$ cat config.mk
export PLATFORM = sky130hd
export DESIGN_NAME = bcd_seg_counter
export DESIGN_NICKNAME = d
export VERILOG_FILES = /design/src/rtl/bcd_seg_counter.sv
export SDC_FILE = /design/constraint.sdc
export NUM_CORES = 1
export LEC_CHECK = 0
export CELL_PAD_IN_SITES_DETAIL_PLACEMENT = 2
export CELL_PAD_IN_SITES_GLOBAL_PLACEMENT = 2
export CORE_UTILIZATION = 33
export DETAILED_ROUTE_END_ITERATION = 8
export GPL_TIMING_DRIVEN = 0
export HOLD_SLACK_MARGIN = 0.1
export PLACE_DENSITY_LB_ADDON = 0.1
export SETUP_SLACK_MARGIN = 0.02
export SKIP_LAST_GASP = 1
export SYNTH_ARGS = -nofsm -noshare
export SYNTH_HDL_FRONTEND = slang
export SYNTH_SLANG_ARGS = --single-unit
$ cat constraint.sdc
create_clock -name clk -period 2.8 [get_ports clk]
set_input_delay 0.56 -clock clk [delete_from_list [all_inputs] [get_ports clk]]
set_output_delay 0.56 -clock clk [all_outputs]
set_load 0.02 [all_outputs]
$ cat src/rtl/bcd_seg_counter.sv
// Multi-digit BCD up/down counter with synchronous clamped load, terminal-count
// pulse and a registered, time-multiplexed seven-segment scan driver.
module bcd_seg_counter #(
    parameter int DIGITS       = 4,
    parameter int SCAN_DIV     = 4,
    parameter int COMMON_ANODE = 0
) (
    input  logic                  clk,
    input  logic                  rst_syn,
    input  logic                  load_syn,
    input  logic [4*DIGITS-1:0]   Din,
    input  logic                  en,
    input  logic                  up_dn,
    output logic [4*DIGITS-1:0]   count,
    output logic                  tc,
    output logic [6:0]            seg,
    output logic [DIGITS-1:0]     an
);

    localparam int          IDX_W     = (DIGITS > 1) ? $clog2(DIGITS) : 1;
    localparam logic [15:0] SCAN_LAST = 16'(SCAN_DIV - 1);
    localparam logic        INV       = (COMMON_ANODE != 0);

    function automatic logic [3:0] clamp_bcd(input logic [3:0] n);
        return (n > 4'd9) ? 4'd9 : n;
    endfunction

    function automatic logic [6:0] seg_enc(input logic [3:0] d);
        case (d)
            4'd0:    return 7'h3F;
            4'd1:    return 7'h06;
            4'd2:    return 7'h5B;
            4'd3:    return 7'h4F;
            4'd4:    return 7'h66;
            4'd5:    return 7'h6D;
            4'd6:    return 7'h7D;
            4'd7:    return 7'h07;
            4'd8:    return 7'h7F;
            default: return 7'h6F;
        endcase
    endfunction

    logic [4*DIGITS-1:0] count_q, count_d;
    logic                tc_q, tc_d;
    logic [15:0]         scan_cnt_q, scan_cnt_d;
    logic                scan_wrap;
    logic [IDX_W-1:0]    digit_idx_q;
    logic [6:0]          seg_q, seg_d;
    logic [DIGITS-1:0]   an_q, an_d;
    logic [3:0]          nib;
    logic [3:0]          sel_digit;
    logic                carry;

    // carry survives the whole ripple only when every digit rolled over: that is the wrap
    always_comb begin
        count_d = count_q;
        tc_d    = 1'b0;
        carry   = 1'b1;
        nib     = 4'd0;
        if (load_syn) begin
            for (int k = 0; k < DIGITS; k++)
                count_d[4*k +: 4] = clamp_bcd(Din[4*k +: 4]);
        end else if (en) begin
            for (int k = 0; k < DIGITS; k++) begin
                nib = count_q[4*k +: 4];
                if (carry) begin
                    if (up_dn) begin
                        if (nib == 4'd9) begin
                            count_d[4*k +: 4] = 4'd0;
                        end else begin
                            count_d[4*k +: 4] = nib + 4'd1;
                            carry             = 1'b0;
                        end
                    end else begin
                        if (nib == 4'd0) begin
                            count_d[4*k +: 4] = 4'd9;
                        end else begin
                            count_d[4*k +: 4] = nib - 4'd1;
                            carry             = 1'b0;
                        end
                    end
                end
            end
            tc_d = carry;
        end
    end

    always_comb begin
        scan_wrap  = (scan_cnt_q == SCAN_LAST);
        scan_cnt_d = scan_wrap ? 16'd0 : scan_cnt_q + 16'd1;
        sel_digit  = count_q[{digit_idx_q, 2'b00} +: 4];
        seg_d      = seg_enc(sel_digit) ^ {7{INV}};
        an_d       = (DIGITS'(1) << digit_idx_q) ^ {DIGITS{INV}};
    end

    generate
        if (DIGITS > 1) begin : g_idx
            logic [IDX_W-1:0] digit_idx_d;

            always_comb begin
                digit_idx_d = digit_idx_q;
                if (scan_wrap)
                    digit_idx_d = (digit_idx_q == IDX_W'(DIGITS - 1)) ? '0 : digit_idx_q + 1'b1;
            end

            always_ff @(posedge clk or negedge rst_syn) begin
                if (!rst_syn) digit_idx_q <= '0;
                else          digit_idx_q <= digit_idx_d;
            end
        end else begin : g_no_idx
            assign digit_idx_q = '0;
        end
    endgenerate

    always_ff @(posedge clk or negedge rst_syn) begin
        if (!rst_syn) begin
            count_q    <= '0;
            tc_q       <= 1'b0;
            scan_cnt_q <= 16'd0;
            seg_q      <= 7'h3F ^ {7{INV}};
            an_q       <= DIGITS'(1) ^ {DIGITS{INV}};
        end else begin
            count_q    <= count_d;
            tc_q       <= tc_d;
            scan_cnt_q <= scan_cnt_d;
            seg_q      <= seg_d;
            an_q       <= an_d;
        end
    end

    assign count = count_q;
    assign tc    = tc_q;
    assign seg   = seg_q;
    assign an    = an_q;

endmodule

==> flow_metrics.py, run 1 <==
metrics = {
    "synth": {
        "syn_area_sq_um": 2870,
        "synth-seq-cells": 46,
        "synth_area_leaders": "dfrtp_1 34%, dfstp_2 6.4%, xnor2_1 5.5%, ha_1 4.8%, o21ai_0 3.7%",
        "syn_nets": 325,
        "ys.flop_type": "dfrtp_1",
        "syn_inst": 293,
        "synthArstFlopShare_pct": 100,
        "synth.avg_cell_area_sq_um": 9.80,
        "synth_edf_count": 0,
        "yosysWarnings": 0,
        "seq_area_frac_synth_pct": 40.4,
        "yosys.cell_types.count": 54,
        "yosysTopAreaCellShare_pct": 34.0,
        "yosysTopAreaCell": "dfrtp_1",
    },
    "final_layout": {
        "fin_nets": 381,
        "synthToLayoutAreaGrowth_pct": 25.8,
        "drive_gt1_share_pct": 11.7,
        "antenna_cells": 0,
        "fillCellCount": 906,
    },
    "timing": {
        "rsz0062_at_grt": "false",
        "report.final.setup_viol": 0,
        "relSlewSlack_pct": 48.4,
        "fin_ws_ns": 0.242,
        "tightest_slew_ns": 0.774,
        "slew_viol_final": 0,
        "max_freq_mhz": 391,
        "hold_viol": 0,
        "clock_skew_ns": 0.00927,
        "fin_crit_ns": 2.56,
        "finalCritPeriodShare_pct": 91.4,
    },
    "setup_path": {
        "crit_path_end_kind": "flip-flop",
        "cp.required_ns": 3.00,
        "arrival_ns": 2.76,
        "startpoint_type": "input port",
        "crit_type": "input port to flip-flop",
        "cp_max_fo": 10,
    },
    "clocking": {
        "htree_num_levels": 2,
        "clkTransAtPathRegs_ns": 0.10,
        "cts_sinks": 46,
        "cts_buffers": 5,
        "cts_buffer_depth": 2,
        "ctsResizeCount": 0,
        "postCtsSetupRepairBufs": 0,
        "clk_latency_ns": 0.31,
        "cts_hold_buf": 0,
        "cts_root_buf": "clkbuf_8",
        "cts_tree": "built",
    },
    "global_routing": {
        "grt_pass1_wl_um": 13500,
        "overflow": 0,
        "globalRouteTotalUtil_pct": 19.4,
        "antenna_found_initial": 0,
        "grt_pass1_vias": 2627,
        "grt_start_max_net_pins": 33,
    },
    "power": {
        "ir_drop_v": 0.000175,
        "power_leakage_nw": 1.50,
        "powerDensity_nw_per_um2": 487,
        "p_total_mw": 1.76,
    },
    "floorplan": {
        "die-area_sq_um": 9070,
        "fp.dieW_um": 95.3,
        "start_util_pct": 34.6,
        "core_area_sq_um": 8300,
        "die_h_um": 95.3,
        "fp-row-count": 33,
        "num_io_pins": 49,
    },
    "outcome": {
        "outcome": "finished, final reports clean",
    },
    "route": {
        "first_pass_iters": 4,
        "drt_iter0_markers": 76,
        "ant_nets": 0,
        "routed_wl_um": 7910,
        "vias": 2412,
        "via_per_inst": 5.30,
        "drc": 0,
        "avgRoutedWirePerCell_um": 17.4,
    },
    "flow_run": {
        "max-cap-violations": 0,
    },
    "place": {
        "numPortBuffers": 48,
        "dpl.hpwl_um": 5970,
        "pre_cts_ws_ns": -0.131,
        "gp_congestion": 0.752,
    },
    "hold_path": {
        "hp-class": "input port to asynchronous set/reset pin",
    },
}
## registers in the layout, indices dropped and copies added, names as in the netlist
signal       flops
an               4
scan_cnt_q      16
seg              7
count           16
tc               1
digit_idx_q      2
## per-layer routing
| metal | track usage, % | routed length (um) |
|---|---|---|
| met1 | 26.2 | 3850 |
| met2 | 32.3 | 3730 |
| met4 | 4.92 | 114 |
| met3 | 2.87 | 215 |
| met5 | 0 | 0 |
## worst max-delay path, cell delays in order
cell             delay, ns
clkdlybuf4s50_1       0.44
or3_4                 0.39
a2111oi_4             0.76
nand4_4               0.26
mux2i_1               0.27
o21ai_1               0.08
## cell usage in the layout, fill, tap and decap left out, drive strengths merged, types with 8 or more instances in the layout
cell / synthesis / layout
a21oi: 15 / 15
buf: 6 / 8
clkbuf: 16 / 21
clkdlybuf4s50: 0 / 47
dfrtp: 39 / 39
ha: 11 / 11
inv: 10 / 11
nand2: 24 / 24
nand3: 13 / 13
nor2: 9 / 9
o21ai: 27 / 27
xnor2: 18 / 18
## kinds of logic (layout without fill, tap and decap cells)
| kind of cell | count (synthesis) | count (layout) | share of synthesized area (%) |
|---|---|---|---|
| buffers and inverters | 32 | 89 | 6.80 |
| adder cells (fa/ha/maj) | 11 | 11 | 4.80 |
| AND/OR/NAND/NOR | 101 | 101 | 20.1 |
| multiplexers | 11 | 11 | 5.75 |
| flip-flops | 46 | 46 | 40.4 |
| AO/OA/AOI/OAI | 67 | 67 | 14.6 |
| XOR/XNOR | 25 | 25 | 7.63 |
## area by class of cell
type / instances / area (sq um) / area share [%]
Multi-Input combinational cell: 215 / 1520 / 42.0
Sequential cell: 46 / 1160 / 32.1
Timing Repair Buffer: 49 / 495 / 13.7
Buffer: 22 / 158 / 4.37
Tap cell: 105 / 131 / 3.64
Clock buffer: 5 / 68.8 / 1.91
Clock inverter: 3 / 43.8 / 1.21
Inverter: 10 / 37.5 / 1.04
## synthesized netlist by cell type, types with 5 or more instances
library cell,count
nand2_1,23
xor2_1,7
nor2_1,9
nor2b_1,6
o21ai_1,6
nor4_1,6
ha_1,11
xnor2_1,18
dfrtp_1,39
nand2b_1,6
nor3_1,5
dfstp_2,7
inv_1,10
mux2i_1,6
nand4_1,5
o21ai_0,21
and3_1,5
nand3_1,13
clkbuf_1,12
a21oi_1,15
## report_power, final
part | switching (mW) | internal (mW)
Combinational | 0.273 | 0.222
Clock | 0.258 | 0.268
Sequential | 0.0275 | 0.708
## through the flow
stage / hold slack (ns) / cell area, sq um / util [%] / cells / setup TNS (ns)
after floorplan: 0.264 / 2870 / - / 293 / 0
after global placement: 0.466 / 3480 / 42.0 / 446 / -9.84
after detailed placement: 0.467 / 3500 / 42.1 / 447 / -0.759
after CTS: 0.180 / 3610 / 43.5 / 455 / 0
after global routing: 0.184 / 3610 / 43.5 / 455 / 0
final: 0.162 / 3610 / 43.5 / 455 / 0
## final timing paths
kind / startpoint / endpoint / slack (ns) / cells past startpoint
setup / recovery: up_dn / count[15] / 0.24 / 6
hold / removal: rst_syn / count[3] / 0.16 / 1
setup reg to reg: count[3] / count[15] / 0.44 / 6
hold reg to reg: scan_cnt_q[15] / scan_cnt_q[15] / 0.48 / 1
max in group asynchronous: rst_syn / an[0] / 2.07 / 2
min in group clk: scan_cnt_q[15] / scan_cnt_q[15] / 0.48 / 1
Power figures use the tool's default switching activity.
==> run 2, diff against run 1 <==
- ABC_AREA: not set -> 1
- CORE_UTILIZATION: 33 -> 30
==> run 2 against run 1 <==
Against the previous run:
- cell area is 5.9% higher
- first-iteration DRC count is 30% higher
- synthesized cell count is 48% higher
- via count is 26% higher
- worst setup slack better by 0.49 ns
- clock skew is 0.0021 ns lower
- core utilization is 4.7 points lower
- die area is 18% higher
==> flow_metrics.py, run 2 <==
metrics = {
    "clocking": {
        "ctsResizeCount": 0,
        "clk_latency_ns": 0.30,
        "cts_tree": "built",
        "cts_buffer_depth": 2,
        "postCtsSetupRepairBufs": 0,
        "cts_sinks": 46,
        "cts_root_buf": "clkbuf_8",
        "clkTransAtPathRegs_ns": 0.10,
        "htree_num_levels": 2,
        "cts_hold_buf": 0,
        "cts_buffers": 5,
    },
    "floorplan": {
        "start_util_pct": 31.3,
        "die_h_um": 103,
        "fp.dieW_um": 103,
        "fp-row-count": 36,
        "die-area_sq_um": 10700,
        "core_area_sq_um": 9860,
        "num_io_pins": 49,
    },
    "synth": {
        "yosysTopAreaCellShare_pct": 31.6,
        "synth-xor-area-share_pct": 2.55,
        "syn_nets": 465,
        "seq_area_frac_synth_pct": 37.5,
        "synth.most_common_cell": "nand2_1",
        "syn_inst": 433,
        "ys.flop_type": "dfrtp_1",
        "yosysTopAreaCell": "dfrtp_1",
        "synth_mux_area_share_pct": 0,
        "yosys.area_share.simple_pct": 35.7,
        "synth_area_leaders": "dfrtp_1 32%, nand2_1 16%, dfstp_2 6.0%, inv_1 6.0%, nand3_1 5.5%",
        "synth_edf_count": 0,
        "synth_top_family_by_area": "simple AND/OR/NAND/NOR gates",
        "synth.avg_cell_area_sq_um": 7.13,
        "yosys.cell_types.count": 37,
        "syn_area_sq_um": 3090,
        "synth_commonest_cells": "133 x nand2_1, 49 x inv_1, 39 x dfrtp_1, 39 x nor2_1, 34 x nand3_1",
        "yosysWarnings": 0,
        "yosys.area_share.adder_pct": 4.46,
        "synth-seq-cells": 46,
        "synth_compound_area_share_pct": 11.1,
        "synthArstFlopShare_pct": 100,
    },
    "setup_path": {
        "crit_path_end_kind": "output port",
        "crit_buf_inv": 1,
        "crit_type": "flip-flop to output port",
        "slowest_delay_ns": 0.67,
        "cp_slowest_cell": "clkdlybuf4s50_1",
        "cp_max_fo": 7,
        "path_cells": "clkdlybuf4s50_1",
        "crit_family": "buffers and inverters",
        "arrival_ns": 1.51,
        "r2r_slack_ns": 0.84,
        "cp.required_ns": 2.24,
        "startpoint_type": "flip-flop",
    },
    "final_layout": {
        "fillCellCount": 1181,
        "fin_util_pct": 38.8,
        "antenna_cells": 0,
        "synthToLayoutAreaGrowth_pct": 23.8,
        "design_area_sq_um": 3820,
        "drive_gt1_share_pct": 11.5,
        "stdcell_count": 622,
        "layout_commonest_cell": "nand2_1",
        "fin_nets": 520,
        "final_cell_mix": "133 x nand2_1, 49 x inv_1, 46 x clkdlybuf4s50_1",
    },
    "timing": {
        "rsz0062_at_grt": "false",
        "slew_viol_final": 0,
        "clock_skew_ns": 0.00720,
        "fin_setup_tns_ns": 0,
        "relSlewSlack_pct": 64.9,
        "tightest_slew_ns": 0.527,
        "fin_crit_ns": 2.07,
        "report.final.setup_viol": 0,
        "hold_viol": 0,
        "max_freq_mhz": 483,
        "finalCritPeriodShare_pct": 74.0,
        "whs_ns": 0.222,
        "fin_ws_ns": 0.729,
    },
    "route": {
        "drc": 0,
        "ant_nets": 0,
        "routed_wl_um": 9430,
        "via_per_inst": 4.88,
        "drt_iter0_markers": 99,
        "avgRoutedWirePerCell_um": 15.2,
        "vias": 3038,
        "first_pass_iters": 4,
    },
    "power": {
        "p_total_mw": 1.85,
        "powerDensity_nw_per_um2": 485,
        "ir_drop_v": 0.000191,
        "power_leakage_nw": 1.91,
    },
    "flow_run": {
        "max-cap-violations": 0,
    },
    "place": {
        "dpl.hpwl_um": 7490,
        "pre_cts_ws_ns": 0.733,
        "place_inst": 614,
        "gp_congestion": 0.795,
        "place_area_sq_um": 3740,
        "numPortBuffers": 47,
    },
    "outcome": {
        "outcome": "finished, final reports clean",
    },
    "global_routing": {
        "grt_pass1_wl_um": 16000,
        "antenna_found_initial": 0,
        "globalRouteTotalUtil_pct": 19.2,
        "overflow": 0,
        "grt_pass1_vias": 3305,
        "grt_start_max_net_pins": 28,
    },
    "hold_path": {
        "hp-class": "input port to asynchronous set/reset pin",
    },
}
==> run 2: layout make-up <==
cell class                 count  area [sq um]  area share [%]
multi-input combinational    320          1660            43.5
sequential                    46          1160            30.3
timing repair buffer          48           485            12.7
inverter                      58           218            5.69
tap                          133           166            4.35
clock buffer                   6          72.6            1.90
buffer                         9          48.8            1.28
clock inverter                 2          10.0           0.262
==> run 2: where the power goes <==
part	switching, mW	total, mW	internal (mW)
clock network	0.251	0.425	0.174
logic	0.369	0.617	0.248
registers	0.0845	0.811	0.726
==> run 2: worst reg2reg max path, cell delays in order (launching register included) <==
cell and delay, ns:
dfrtp_1 0.43, buf_2 0.24, nand2_1 0.07, a32oi_1 0.45, inv_1 0.16, ha_1 0.21
or2_1 0.24, o211ai_1 0.09
==> run 2: logic make-up (layout without fill, tap and decap cells) <==
| kind of cell | after synthesis | count (layout) |
|---|---|---|
| AOI/OAI and AO/OA | 57 | 57 |
| xor gates and xnor gates | 9 | 9 |
| adders and majority gates | 11 | 11 |
| buffers and inverters | 67 | 123 |
| DFF | 46 | 46 |
| and+or+nand+nor | 243 | 243 |
==> run 2: metal layers <==
metal	vias up	global-route usage [%]	share of wire (%)
met3	10	2.08	1.8
met4	0	4.33	1.4
met1	1501	23.1	45
met2	38	36.3	52
li1	1489	-	-
met5	-	0	0
==> run 2: worst paths after layout <==
path	from	depth (start not counted)	end
min	rst_syn	1	count[5]
max	count[12]	1	count[12]
min reg2reg	scan_cnt_q[14]	1	scan_cnt_q[14]
min in group clk	scan_cnt_q[14]	1	scan_cnt_q[14]
max reg2reg	digit_idx_q[0]	7	seg[0]
max in group asynchronous	rst_syn	2	seg[3]
